--- config.mk ---
export PLATFORM = sky130hd
export DESIGN_NAME = instr_fetch_ctrl
export DESIGN_NICKNAME = d
export VERILOG_FILES = /design/src/rtl/fetch_pkg.sv /design/src/rtl/fetch_queue.sv /design/src/rtl/instr_fetch_ctrl.sv
export SDC_FILE = /design/constraint.sdc
export NUM_CORES = 1
export LEC_CHECK = 0
export CAP_MARGIN = 20
export CORE_ASPECT_RATIO = 0.9
export CORE_UTILIZATION = 51
export CTS_CLUSTER_DIAMETER = 50
export DETAILED_ROUTE_END_ITERATION = 10
export GPL_ROUTABILITY_DRIVEN = 0
export GPL_TIMING_DRIVEN = 1
export PLACE_DENSITY = 0.8
export SLEW_MARGIN = 10
export SYNTH_ARGS = -nofsm -noshare
export SYNTH_HDL_FRONTEND = slang
export SYNTH_HIERARCHICAL = 1
export SYNTH_SLANG_ARGS = --single-unit
--- constraint.sdc ---
create_clock -name clk -period 8.1 [get_ports clk]
set_input_delay 2.43 -clock clk [delete_from_list [all_inputs] [get_ports clk]]
set_output_delay 2.43 -clock clk [all_outputs]
set_load 0.05 [all_outputs]
--- src/rtl/fetch_pkg.sv ---
// Shared types and constants for the instruction fetch controller.
package fetch_pkg;

    localparam int unsigned XLEN             = 32;
    localparam int unsigned FQ_DEPTH_DEFAULT = 2;
    localparam logic [XLEN-1:0] RESET_PC_DEFAULT = 32'h0000_0000;

    typedef enum logic [1:0] {
        RUN    = 2'd0,
        HALTED = 2'd1,
        ERROR  = 2'd2
    } fetch_state_t;

    // One fetch-queue entry: instruction word tagged with its byte address.
    typedef struct packed {
        logic [XLEN-1:0] pc;
        logic [XLEN-1:0] instr;
    } fetch_entry_t;

    function automatic logic is_word_aligned(input logic [XLEN-1:0] addr);
        return (addr[1:0] == 2'b00);
    endfunction

endpackage

--- src/rtl/fetch_queue.sv ---
// Synchronous FIFO of {pc, instr} entries with flush, occupancy count and flags.
module fetch_queue
    import fetch_pkg::*;
#(
    parameter  int unsigned DEPTH = 2,
    localparam int unsigned PTR_W = (DEPTH > 1) ? $clog2(DEPTH) : 1,
    localparam int unsigned CNT_W = $clog2(DEPTH + 1)
) (
    input  logic             clk,
    input  logic             rst,
    input  logic             flush,
    input  logic             push,
    input  fetch_entry_t     din,
    input  logic             pop,
    output fetch_entry_t     dout,
    output logic [CNT_W-1:0] count,
    output logic             full,
    output logic             empty
);

    fetch_entry_t     mem_q [DEPTH];
    fetch_entry_t     mem_d [DEPTH];
    logic [PTR_W-1:0] wr_ptr_q, wr_ptr_d;
    logic [PTR_W-1:0] rd_ptr_q, rd_ptr_d;
    logic [CNT_W-1:0] count_q, count_d;
    logic             do_push_c, do_pop_c;

    // Pointer advance with explicit wrap so non-power-of-two depths work.
    function automatic logic [PTR_W-1:0] ptr_inc(input logic [PTR_W-1:0] p);
        return (p == PTR_W'(DEPTH - 1)) ? '0 : p + PTR_W'(1);
    endfunction

    // Flags and head-of-queue outputs.
    always_comb begin
        full  = (count_q == CNT_W'(DEPTH));
        empty = (count_q == '0);
        count = count_q;
        dout  = mem_q[rd_ptr_q];
    end

    // Next-state: flush wins over push/pop; push into a full queue only alongside a pop.
    always_comb begin
        mem_d     = mem_q;
        wr_ptr_d  = wr_ptr_q;
        rd_ptr_d  = rd_ptr_q;
        count_d   = count_q;
        do_pop_c  = pop & ~flush & ~empty;
        do_push_c = push & ~flush & (~full | do_pop_c);
        if (flush) begin
            wr_ptr_d = '0;
            rd_ptr_d = '0;
            count_d  = '0;
        end else begin
            if (do_push_c) begin
                mem_d[wr_ptr_q] = din;
                wr_ptr_d        = ptr_inc(wr_ptr_q);
            end
            if (do_pop_c) begin
                rd_ptr_d = ptr_inc(rd_ptr_q);
            end
            case ({do_push_c, do_pop_c})
                2'b10:   count_d = count_q + CNT_W'(1);
                2'b01:   count_d = count_q - CNT_W'(1);
                default: count_d = count_q;
            endcase
        end
    end

    // Control state register.
    always_ff @(posedge clk or posedge rst) begin
        if (rst) begin
            wr_ptr_q <= '0;
            rd_ptr_q <= '0;
            count_q  <= '0;
        end else begin
            wr_ptr_q <= wr_ptr_d;
            rd_ptr_q <= rd_ptr_d;
            count_q  <= count_d;
        end
    end

    // Entry storage; contents are don't-care while the queue is empty.
    always_ff @(posedge clk) begin
        mem_q <= mem_d;
    end

endmodule

--- src/rtl/instr_fetch_ctrl.sv ---
// Instruction fetch controller: PC sequencing, memory requests, redirect/halt/error handling.
module instr_fetch_ctrl
    import fetch_pkg::*;
#(
    parameter logic [XLEN-1:0] RESET_PC = RESET_PC_DEFAULT,
    parameter int unsigned     FQ_DEPTH = FQ_DEPTH_DEFAULT
) (
    input  logic            clk,
    input  logic            rst,
    output logic            imem_req,
    output logic [XLEN-1:0] imem_addr,
    input  logic [XLEN-1:0] imem_rdata,
    input  logic            redirect_valid,
    input  logic [XLEN-1:0] redirect_pc,
    input  logic            halt,
    output logic            fetch_valid,
    output logic [XLEN-1:0] fetch_instr,
    output logic [XLEN-1:0] fetch_pc,
    input  logic            fetch_ready,
    output logic            misalign_err
);

    localparam int unsigned CNT_W = $clog2(FQ_DEPTH + 1);
    localparam int unsigned OCC_W = CNT_W + 1;

    fetch_state_t    state_q, state_d;
    logic [XLEN-1:0] pc_q, pc_d;
    logic            inflight_q, inflight_d;
    logic [XLEN-1:0] inflight_pc_q, inflight_pc_d;

    logic             q_flush_c, q_push_c, q_pop_c;
    logic [CNT_W-1:0] q_count;
    logic             q_full, q_empty;
    fetch_entry_t     q_din, q_dout;
    logic [OCC_W-1:0] occ_c;
    logic             bad_redirect_c;

    fetch_queue #(
        .DEPTH (FQ_DEPTH)
    ) u_queue (
        .clk   (clk),
        .rst   (rst),
        .flush (q_flush_c),
        .push  (q_push_c),
        .din   (q_din),
        .pop   (q_pop_c),
        .dout  (q_dout),
        .count (q_count),
        .full  (q_full),
        .empty (q_empty)
    );

    // FSM next state: misaligned redirect is terminal until reset; halt toggles RUN/HALTED.
    always_comb begin
        state_d        = state_q;
        bad_redirect_c = redirect_valid & ~is_word_aligned(redirect_pc);
        case (state_q)
            RUN: begin
                if (bad_redirect_c)   state_d = ERROR;
                else if (halt)        state_d = HALTED;
            end
            HALTED: begin
                if (bad_redirect_c)   state_d = ERROR;
                else if (!halt)       state_d = RUN;
            end
            ERROR:   state_d = ERROR;
            default: state_d = ERROR;
        endcase
    end

    // Datapath and outputs: request credit, queue control, PC update.
    always_comb begin
        imem_addr     = pc_q;
        misalign_err  = (state_q == ERROR);
        fetch_valid   = ~q_empty & ~redirect_valid & (state_q != ERROR);
        fetch_pc      = q_dout.pc;
        fetch_instr   = q_dout.instr;
        q_pop_c       = fetch_valid & fetch_ready;
        q_flush_c     = redirect_valid | (state_q == ERROR);
        // Occupancy counts the slot reserved by the response already on its way back.
        occ_c         = OCC_W'(q_count) + OCC_W'(inflight_q) - OCC_W'(q_pop_c);
        imem_req      = ~rst & (state_q == RUN) & ~halt & ~redirect_valid
                        & (occ_c < OCC_W'(FQ_DEPTH));
        q_push_c      = inflight_q & ~q_flush_c & (~q_full | q_pop_c);
        q_din.pc      = inflight_pc_q;
        q_din.instr   = imem_rdata;
        inflight_d    = imem_req;
        inflight_pc_d = imem_req ? pc_q : inflight_pc_q;
        pc_d          = pc_q;
        if ((state_q != ERROR) && redirect_valid && is_word_aligned(redirect_pc)) begin
            pc_d = redirect_pc;
        end else if (imem_req) begin
            pc_d = pc_q + XLEN'(4);
        end
    end

    // State registers; reset drops any response still in flight.
    always_ff @(posedge clk or posedge rst) begin
        if (rst) begin
            state_q       <= RUN;
            pc_q          <= RESET_PC;
            inflight_q    <= 1'b0;
            inflight_pc_q <= '0;
        end else begin
            state_q       <= state_d;
            pc_q          <= pc_d;
            inflight_q    <= inflight_d;
            inflight_pc_q <= inflight_pc_d;
        end
    end

endmodule

==> flow_summary_export.csv, run 1 <==
group,metric,value,unit
critical_path,timing.rr.end,"imem_addr[8]$_DFFE_PP0P_",
grt,grt_pass1_wl,28060,µm
sta,maxSlewViolCount,0,
critical_path,r2r_cells,13,
critical_path,cpMostUsedCell,"nand2b_1",
placement,io_buffer_count,167,
grt,grt_max_degree,68,
synthesis,synth_top_area_share,47.23,%
placement,postPlaceCellArea,9978,µm²
critical_path,cp.arrival,5180,ps
clock_network,cts_tree,"yes",
synthesis,yosysWarnings,6,
sta,fmax,0.1314,GHz
routing,drtIter0Drc,380,
routing,drtPass1Iterations,5,
layout,utilization,68.07,%
floorplan,core_area,15490,µm²
clock_network,clkLatencyLatePin,430,ps
sta,timing.setup.tns,0,ps
sta,min_period,7609,ps
critical_path,path_cells,"clkdlybuf4s50_1, nand2b_1, nor2_1, ha_1, nand2b_1, fa_1, xor2_1, or3_2, clkinv_2, buf_4",
sta,tightest_slew,1079,ps
min_path,hold_path_depth,0,
critical_path,r2r_start,"u_queue/count[1]$_DFFE_PP0P_",
layout,layout_commonest_cell,"clkdlybuf4s50_1",
clock_network,post_cts_buffers,0,
synthesis,syn_area,8139,µm²
pwr,p_per_area,200.6,nW/µm²
grt,grt_pass1_vias,5455,
synthesis,yosysTopAreaCell,"edfxtp_1",
sta,period_share,93.94,%
floorplan,die_area,16470,µm²
layout,fin_nets,836,
critical_path,path_class,"in2out",
critical_path,worst_setup_path_end_kind,"output pin",
grt,grt_usage,22.70,%
clock_network,cts_buffers,17,
routing,drt-total-wl,17890,µm
floorplan,start_util,52.53,%
routing,route.detailed.drc,0,
clock_network,clk_pin_slew,70,ps
sta,setup_violations,0,
routing,vias_per_cell,5.426,
routing,ant_nets,0,
critical_path,cp-start-kind,"primary input",
synthesis,postSynthAreaPerCell,13.61,µm²
layout,drive_gt1_share,15.44,%
sta,clock_skew,10.81,ps
synthesis,synth_ff_type,"edfxtp_1",
placement,dp_hpwl,11330,µm
clock_network,clock_path_buffers,2,
critical_path,cpPeakStageDelay,490,ps
layout,fin_area,10550,µm²
sta,rsz0062_at_grt,"no",
floorplan,die_x,135.2,µm
critical_path,reg2reg_slack,3910,ps
synthesis,yosysUniqueCellTypes,50,
flow_run,cap_violations,0,
critical_path,required,5670,ps
sta,max_slew_margin,28.05,%
clock_network,cts_hold_buf,0,
synthesis,synth_edf_count,128,
layout,area_delta_synth_final,29.59,%
synthesis,synth_area_leaders,"edfxtp_1 (47%), dfrtp_1 (22%), mux2_2 (8.9%)",
synthesis,async_flop_share,35.68,%
floorplan,io_pins,168,
clock_network,cts_resized,0,
synthesis,seq_area_frac_synth,69.05,%
clock_network,cts_root_buffer,"clkbuf_16",
critical_path,critPathMaxFanout,6,
pwr,p_leak,3.870,nW
floorplan,fp-row-count,43,
synthesis,ys_ff_latch,199,
min_path,worstHoldStart,"inflight_pc_q[14]$_DFFE_PP0P_",
layout,final_cell_mix,"clkdlybuf4s50_1 (166), edfxtp_1 (128), nand2_1 (123)",
grt,grt-ovfl-total,0,
min_path,hold_class,"reg2reg",
pwr,vdd_ir_drop_max,0.0001783,V
floorplan,die_y,121.8,µm
sta,finalHoldViolCount,0,
status,status,"complete, no violations",
synthesis,syn_inst,598,
critical_path,critPathSlowestCell,"or3_2",
grt,antenna_found_initial,1,
min_path,hold_end,"u_queue/mem_q[110]$_DFFE_PP_",
clock_network,cts_htree_levels,4,
routing,avgRoutedWirePerCell,18.25,µm
clock_network,cts_sinks,199,
synthesis,syn-num-nets,670,
routing,dr_total_vias,5317,
## synth_stat cells (3+ instances only)
cell	number
nor2_1	24
buf_6	4
a311oi_1	3
nand4_1	16
buf_2	11
dfrtp_1	71
inv_1	11
nand3_1	15
a21o_1	3
xor2_1	9
nand2_1	123
a221o_1	3
and3_1	4
nand2b_1	8
and2_1	4
o211ai_1	3
nor3_1	8
a21oi_1	8
clkbuf_1	10
mux2_2	64
o21ai_0	17
nor4_2	4
o311ai_0	3
xnor2_1	5
mux2i_1	3
a211oi_1	3
edfxtp_1	128
## how the worst max path moves through the flow
| stage | from | end | slack, ps | cells after the start |
|---|---|---|---|---|
| 2_1_floorplan | redirect_valid | imem_req | 620 | 12 |
| 3_3_place_gp | redirect_valid | imem_req | 580 | 10 |
| 3_5_place_dp | redirect_valid | imem_req | 510 | 10 |
| 4_1_cts | redirect_valid | imem_req | 490 | 10 |
| 5_1_grt | redirect_valid | imem_req | 380 | 10 |
| 6_report | redirect_valid | imem_req | 490 | 10 |
## stage by stage
stage               hold slack (ps)  cells  worst slack [ps]  total power, mW
finish                        471.6    980             491.1            2.116
global route                  483.2    980             379.1            2.184
CTS                           472.4    979             491.1            2.133
detailed placement            455.0    947             511.3            1.333
global placement              450.7    947             583.2            1.327
floorplan                     441.9    598             618.1            1.241
## logic make-up after synthesis
| group | count (synthesis) | share of synthesized area [%] |
|---|---|---|
| flops | 199 | 69.05 |
| buf+inv | 39 | 2.444 |
| compound gates | 54 | 4.412 |
| simple gates | 222 | 12.81 |
| fa+ha+maj | 3 | 0.5534 |
| xor+xnor | 14 | 1.507 |
| mux | 67 | 9.224 |
## where the power goes
| group | switching (mW) | internal [mW] | leakage (nW) |
|---|---|---|---|
| combinational | 0.102 | 0.0739 | 1.54 |
| sequential | 0.0348 | 1.10 | 2.04 |
| clock | 0.370 | 0.434 | 0.283 |
## worst max-delay path: cells and delay by family
family                   cells  cell delay [ps]
buffers and inverters        3              710
XOR/XNOR                     1              160
AND/OR/NAND/NOR              4             1190
adder cells (fa/ha/maj)      2              690
## flip-flops by register name, summed over array words and instances (netlist names)
signal and count:
inflight_q 1, u_queue/mem_q 128, inflight_pc_q 32, imem_addr 32, u_queue/wr_ptr_q 1, u_queue/count 2, state_q 2, u_queue/rd_ptr_q 1
## per-layer routing
| metal | part of all wire [%] | global-route usage (%) |
|---|---|---|
| met1 | 41 | 28.06 |
| met2 | 51 | 38.04 |
| met3 | 5.5 | 4.911 |
| met4 | 2.3 | 10.96 |
| met5 | 0 | 0 |
## layout make-up
cell class / instances / area (µm²)
Sequential cell: 199 / 5622
Fill cell: 1109 / 4947
Multi-Input combinational cell: 360 / 2336
Timing Repair Buffer: 174 / 1722
Clock buffer: 21 / 481.7
Tap cell: 202 / 252.7
Clock inverter: 11 / 85.08
Inverter: 12 / 46.29
Antenna cell: 1 / 2.502
Note: power is estimated with default switching activity, not from simulation.
==> inputs of run 2 (changes only) <==
--- a/config.mk
+++ b/config.mk
@@ -13,6 +13,7 @@
 export GPL_ROUTABILITY_DRIVEN = 0
 export GPL_TIMING_DRIVEN = 1
 export PLACE_DENSITY = 0.8
+export SETUP_SLACK_MARGIN = 0.2
 export SLEW_MARGIN = 10
 export SYNTH_ARGS = -nofsm -noshare
 export SYNTH_HDL_FRONTEND = slang
==> results of run 2 <==
Same layout as run 1: the final DEF is identical, and so are final timing and power.
==> variant 1: new RTL, settings of run 1 <==
The package constant `XLEN` goes from 32 to 64.
--- a/src/rtl/fetch_pkg.sv
+++ b/src/rtl/fetch_pkg.sv
@@ -1,7 +1,7 @@
 // Shared types and constants for the instruction fetch controller.
 package fetch_pkg;
 
-    localparam int unsigned XLEN             = 32;
+    localparam int unsigned XLEN             = 64;
     localparam int unsigned FQ_DEPTH_DEFAULT = 2;
     localparam logic [XLEN-1:0] RESET_PC_DEFAULT = 32'h0000_0000;
 
Interface: changed (5 resized); port bits go from 168 to 328. The function was not compared with the original's and may differ.
==> variant 1 against run 1 <==
Routed wire length rose by 130%; setup slack got worse by 0.066 ns; critical path depth did not move; cell area rose by 100%; synthesized area rose by 97%; total power rose by 110%; via count rose by 110%; combinational power rose by 110%; sequential cell count rose by 192; critical endpoint unchanged.
==> variant 1: results <==
{
  "outcome": "completed",
  "syn_inst": 1198,
  "crit_fanout": 9,
  "synth_compound_area_frac": 0.0434,
  "grt_pass1_wl_um": 62100,
  "use_met3": 0.0623,
  "met1_length_um": 16600,
  "syn-num-nets": 1334,
  "grt_usage": 0.253,
  "ir_drop_mv": 0.197,
  "met3WireLength_um": 3790,
  "skew_ns": 0.0197,
  "dp_cells": 1890,
  "place.port_buffers": 327,
  "synth_mux_area_frac": 0.0930,
  "fillers": 2233,
  "crit_path_max_incr_delay_ns": 0.45,
  "area_growth_pct": 31.9,
  "hpwl_um": 27300,
  "sw_frac_of_total": 0.236,
  "wl_met2_um": 19400,
  "ys_seq_area_frac": 0.690,
  "layout-drive-gt1-share": 0.150,
  "largest_reg_flops": 256,
  "power.share.clock": 0.418,
  "antenna_found_initial": 3,
  "final_nets": 1660,
  "drt_iter0_markers": 821,
  "cts_buffers": 41,
  "synth_cell_types": 61,
  "ys_top_cells_by_count": "edfxtp_1 (256), nand2_1 (256), dfrtp_1 (135), mux2_2 (128), nor2_1 (51)",
  "synth_edf_count": 256,
  "ctsHtreeMaxLevel": 2,
  "wl_per_cell_um": 20.7,
  "reg2reg_slack_ns": 3.43,
  "insertion_delay_ns": 0.54,
  "synthAdderAreaFrac": 0.00281,
  "async_reset_ff_frac": 0.345,
  "synth_xor_area_frac": 0.0120,
  "post_dp_cell_area_sq_um": 19800,
  "finalWirelength_um": 40800,
  "clockBufferDepth": 3,
  "grt_use_met2": 0.406,
  "cp.arrival_ns": 5.24,
  "regMostFlops": "u_queue/mem_q",
  "p_leak_nw": 7.77,
  "grt_max_degree": 88,
  "worst_slew_pin_slew_ns": 1.09,
  "use_met1": 0.341,
  "place_ws_ns": 0.457,
  "vias": 11000,
  "fin_ws_ns": 0.425,
  "slowest_stage": "clkdlybuf4s50_1",
  "ys_top_cells_by_area": "edfxtp_1 (48%), dfrtp_1 (21%), mux2_2 (9.0%), nand2_1 (6.0%), nand3_1 (1.3%)"
}
[variant 1: cell count changes in the layout (fill, tap and decap cells not counted), sizes merged, moves of 29 or more]
cell	delta
mux2	+64
edfxtp	+128
nand2	+132
nand3	+29
dfrtp	+64
clkbuf	+43
clkdlybuf4s50	+160
[variant 1: final cells by class]
cell class              count  share of cell area
flip-flops and latches    391               0.523
well taps                 409              0.0242
clock buffers              64              0.0614
repair buffers            340               0.160
inverters                  16             0.00313
diodes                      3            0.000355
clock inverters            12             0.00467
multi-input cells         734               0.223
[variant 1: worst paths after layout]
path | end | startpoint | depth (start not counted)
min in group asynchronous | u_queue/count[1] | rst | 2
max in group asynchronous | inflight_pc_q[45] | rst | 3
hold reg to reg | u_queue/mem_q[119] | inflight_pc_q[55] | 0
setup / recovery | imem_req | redirect_valid | 10
hold / removal | u_queue/mem_q[119] | inflight_pc_q[55] | 0
setup reg to reg | imem_addr[40] | state_q[1] | 13
[variant 1: critical path, delay by kind of cell]
family                     cells  cell delay [ns]
buffers and inverters          3             0.70
xor gates and xnor gates       1             0.35
and+or+nand+nor                4             1.07
adders and majority gates      2             0.68
[variant 1: through the flow]
| step | hold WS [ns] | power [mW] |
|---|---|---|
| 3_3_place_gp | 0.448 | 2.67 |
| 5_1_grt | 0.479 | 4.69 |
| 3_5_place_dp | 0.456 | 2.68 |
| 6_report | 0.461 | 4.54 |
| 2_1_floorplan | 0.442 | 2.48 |
| 4_1_cts | 0.462 | 4.58 |
[variant 1: logic make-up after synthesis]
group	after synthesis
compound gates	107
xor+xnor	22
fa+ha+maj	3
buf+inv	73
flops	391
mux	133
simple gates	469
==> variant 2: new RTL, settings of run 1 <==
Made on the original files. Re-encode `fetch_state_t` (3 states) as one-hot, 3 bits wide.
--- a/src/rtl/fetch_pkg.sv
+++ b/src/rtl/fetch_pkg.sv
@@ -5,10 +5,10 @@
     localparam int unsigned FQ_DEPTH_DEFAULT = 2;
     localparam logic [XLEN-1:0] RESET_PC_DEFAULT = 32'h0000_0000;
 
-    typedef enum logic [1:0] {
-        RUN    = 2'd0,
-        HALTED = 2'd1,
-        ERROR  = 2'd2
+    typedef enum logic [2:0] {
+        RUN    = 3'b001,
+        HALTED = 3'b010,
+        ERROR  = 3'b100
     } fetch_state_t;
 
     // One fetch-queue entry: instruction word tagged with its byte address.
Function: same outputs for any inputs over 4 cycles, from zero or initial values and one cycle with rst high; so few cycles prove little.
==> variant 2 against run 1 <==
Routed wire length is 6.2% lower; setup slack worse by 0.13 ns; synthesized cell count is 1.5% lower; synthesized area is 0.25% lower; via count is 0.98% higher; cell area is 0.56% higher; highest routed layer unchanged; sequential cell count is 1 higher; critical path type unchanged.
Power is not compared: it rests on default switching activity, and its combinational part moved more than twofold at a synthesized area within 25%.
==> variant 2: results <==
{
  "crit_fanout": 9,
  "worst_slew_pin_slew_ns": 0.885,
  "antenna_cells": 0,
  "cts_resized": 0,
  "vias": 5369,
  "hpwl_um": 11000,
  "synth_warnings": 6,
  "timing.hold.ws_ns": 0.470,
  "ys_top_cells_by_count": "edfxtp_1 (128), nand2_1 (107), dfrtp_1 (71), mux2_2 (64), nor2_1 (29)",
  "place_ws_ns": 0.394,
  "cp.arrival_ns": 5.31,
  "postCtsSetupRepairBufs": 0,
  "hold_path_end": "u_queue/mem_q[106]",
  "reg2reg_slack_ns": 3.98,
  "wl_per_cell_um": 17.3,
  "drt_pre_antenna_iters": 6,
  "synth_most_common_cell": "edfxtp_1",
  "skew_ns": 0.00836,
  "synth_cell_types": 57,
  "async_reset_ff_frac": 0.360,
  "synth_edf_count": 128,
  "grt_max_degree": 69,
  "rr_worst_depth": 13,
  "clockBufferDepth": 2,
  "outcome": "completed",
  "place.port_buffers": 167,
  "grt_pass1_wl_um": 26600,
  "cts-root-buf": "clkbuf_16",
  "syn-num-nets": 661,
  "ctsHtreeMaxLevel": 4,
  "cts_buffers": 17,
  "ys_top_cells_by_area": "edfxtp_1 (47%), dfrtp_1 (22%), mux2_2 (8.9%), nand2_1 (4.9%), nor2_1 (1.3%)",
  "drt_iter0_markers": 513,
  "final_nets": 830,
  "hold_start": "inflight_pc_q[10]",
  "insertion_delay_ns": 0.42,
  "grt_pass1_vias": 5176,
  "antenna_found_initial": 0,
  "grt_overflow": 0,
  "r2r_end": "imem_addr[24]",
  "ys_seq_area_frac": 0.695,
  "grt_usage": 0.214,
  "hold_path_class": "flop to flop",
  "largest_reg_flops": 128,
  "regMostFlops": "u_queue/mem_q",
  "intPower_mw": 1.63,
  "p_leak_nw": 4.18,
  "reg2reg_from": "state_q[0]",
  "clk_pin_slew_ns": 0.06,
  "holdPathStages": 0,
  "layout-drive-gt1-share": 0.156,
  "fillers": 1069,
  "ir_drop_mv": 0.172
}
==> variant 2: changes by cell type after synthesis, moves of 4 or more <==
cell / change
nor2_1: +5
nand2b_1: -5
nor3_1: +7
nand2_1: -16
buf_6: -4
==> variant 2: power groups by stage <==
stage | Combinational (mW) | Clock [mW] | Sequential, mW
floorplan | 0.0120 | 0 | 1.13
global placement | 0.0781 | 0 | 1.12
detailed placement | 0.0803 | 0 | 1.12
CTS | 0.0808 | 0.855 | 1.10
global route | 0.0852 | 0.892 | 1.10
finish | 0.0798 | 0.842 | 1.10
==> variant 2: logic make-up after synthesis <==
group,share of synthesized area
fa+ha+maj,0.00555
mux,0.0912
simple gates,0.128
compound gates,0.0481
flops,0.695
xor+xnor,0.0140
buf+inv,0.0180
==> variant 2: metal layers <==
layer  vias to the layer above  global-route usage  part of all wire
li1                       2485                   -                 -
met1                      2618               0.299              0.44
met2                       242               0.334              0.47
met3                        24              0.0458             0.072
met4                         0              0.0794             0.018
met5                         -                   0                 0
==> variant 2: worst max path at each step <==
stage | from | endpoint | slack [ns] | depth (start not counted)
global placement | redirect_valid | imem_req | 0.46 | 10
CTS | redirect_valid | imem_req | 0.37 | 10
finish | redirect_valid | imem_req | 0.36 | 10
global route | redirect_valid | imem_req | 0.18 | 10
detailed placement | redirect_valid | imem_req | 0.39 | 10
floorplan | redirect_valid | imem_req | 0.33 | 10
==> variant 2: critical path, cell delays in order <==
cell and delay, ns:
clkdlybuf4s50_1 0.46, or2_2 0.42, nor2_1 0.40, ha_1 0.30, nand2b_1 0.15, fa_1 0.48, nor4b_1 0.22, nand4_1 0.16
clkinv_1 0.09, buf_4 0.19
==> variant 2: area by class of cell <==
cell class,count,area share
Timing Repair Buffer,174,0.162
Clock buffer,25,0.0479
Inverter,11,0.00389
Tap cell,202,0.0238
Clock inverter,7,0.00849
Multi-Input combinational cell,354,0.221
Sequential cell,200,0.533
==> variant 2: through the flow <==
step | std cells | total power [mW] | util | area (sq um)
after floorplan | 589 | 1.14 | - | 8120
after global placement | 941 | 1.19 | 0.646 | 10000
after detailed placement | 941 | 1.20 | 0.646 | 10000
after CTS | 973 | 2.03 | 0.685 | 10600
after global routing | 973 | 2.07 | 0.685 | 10600
final | 973 | 2.02 | 0.685 | 10600
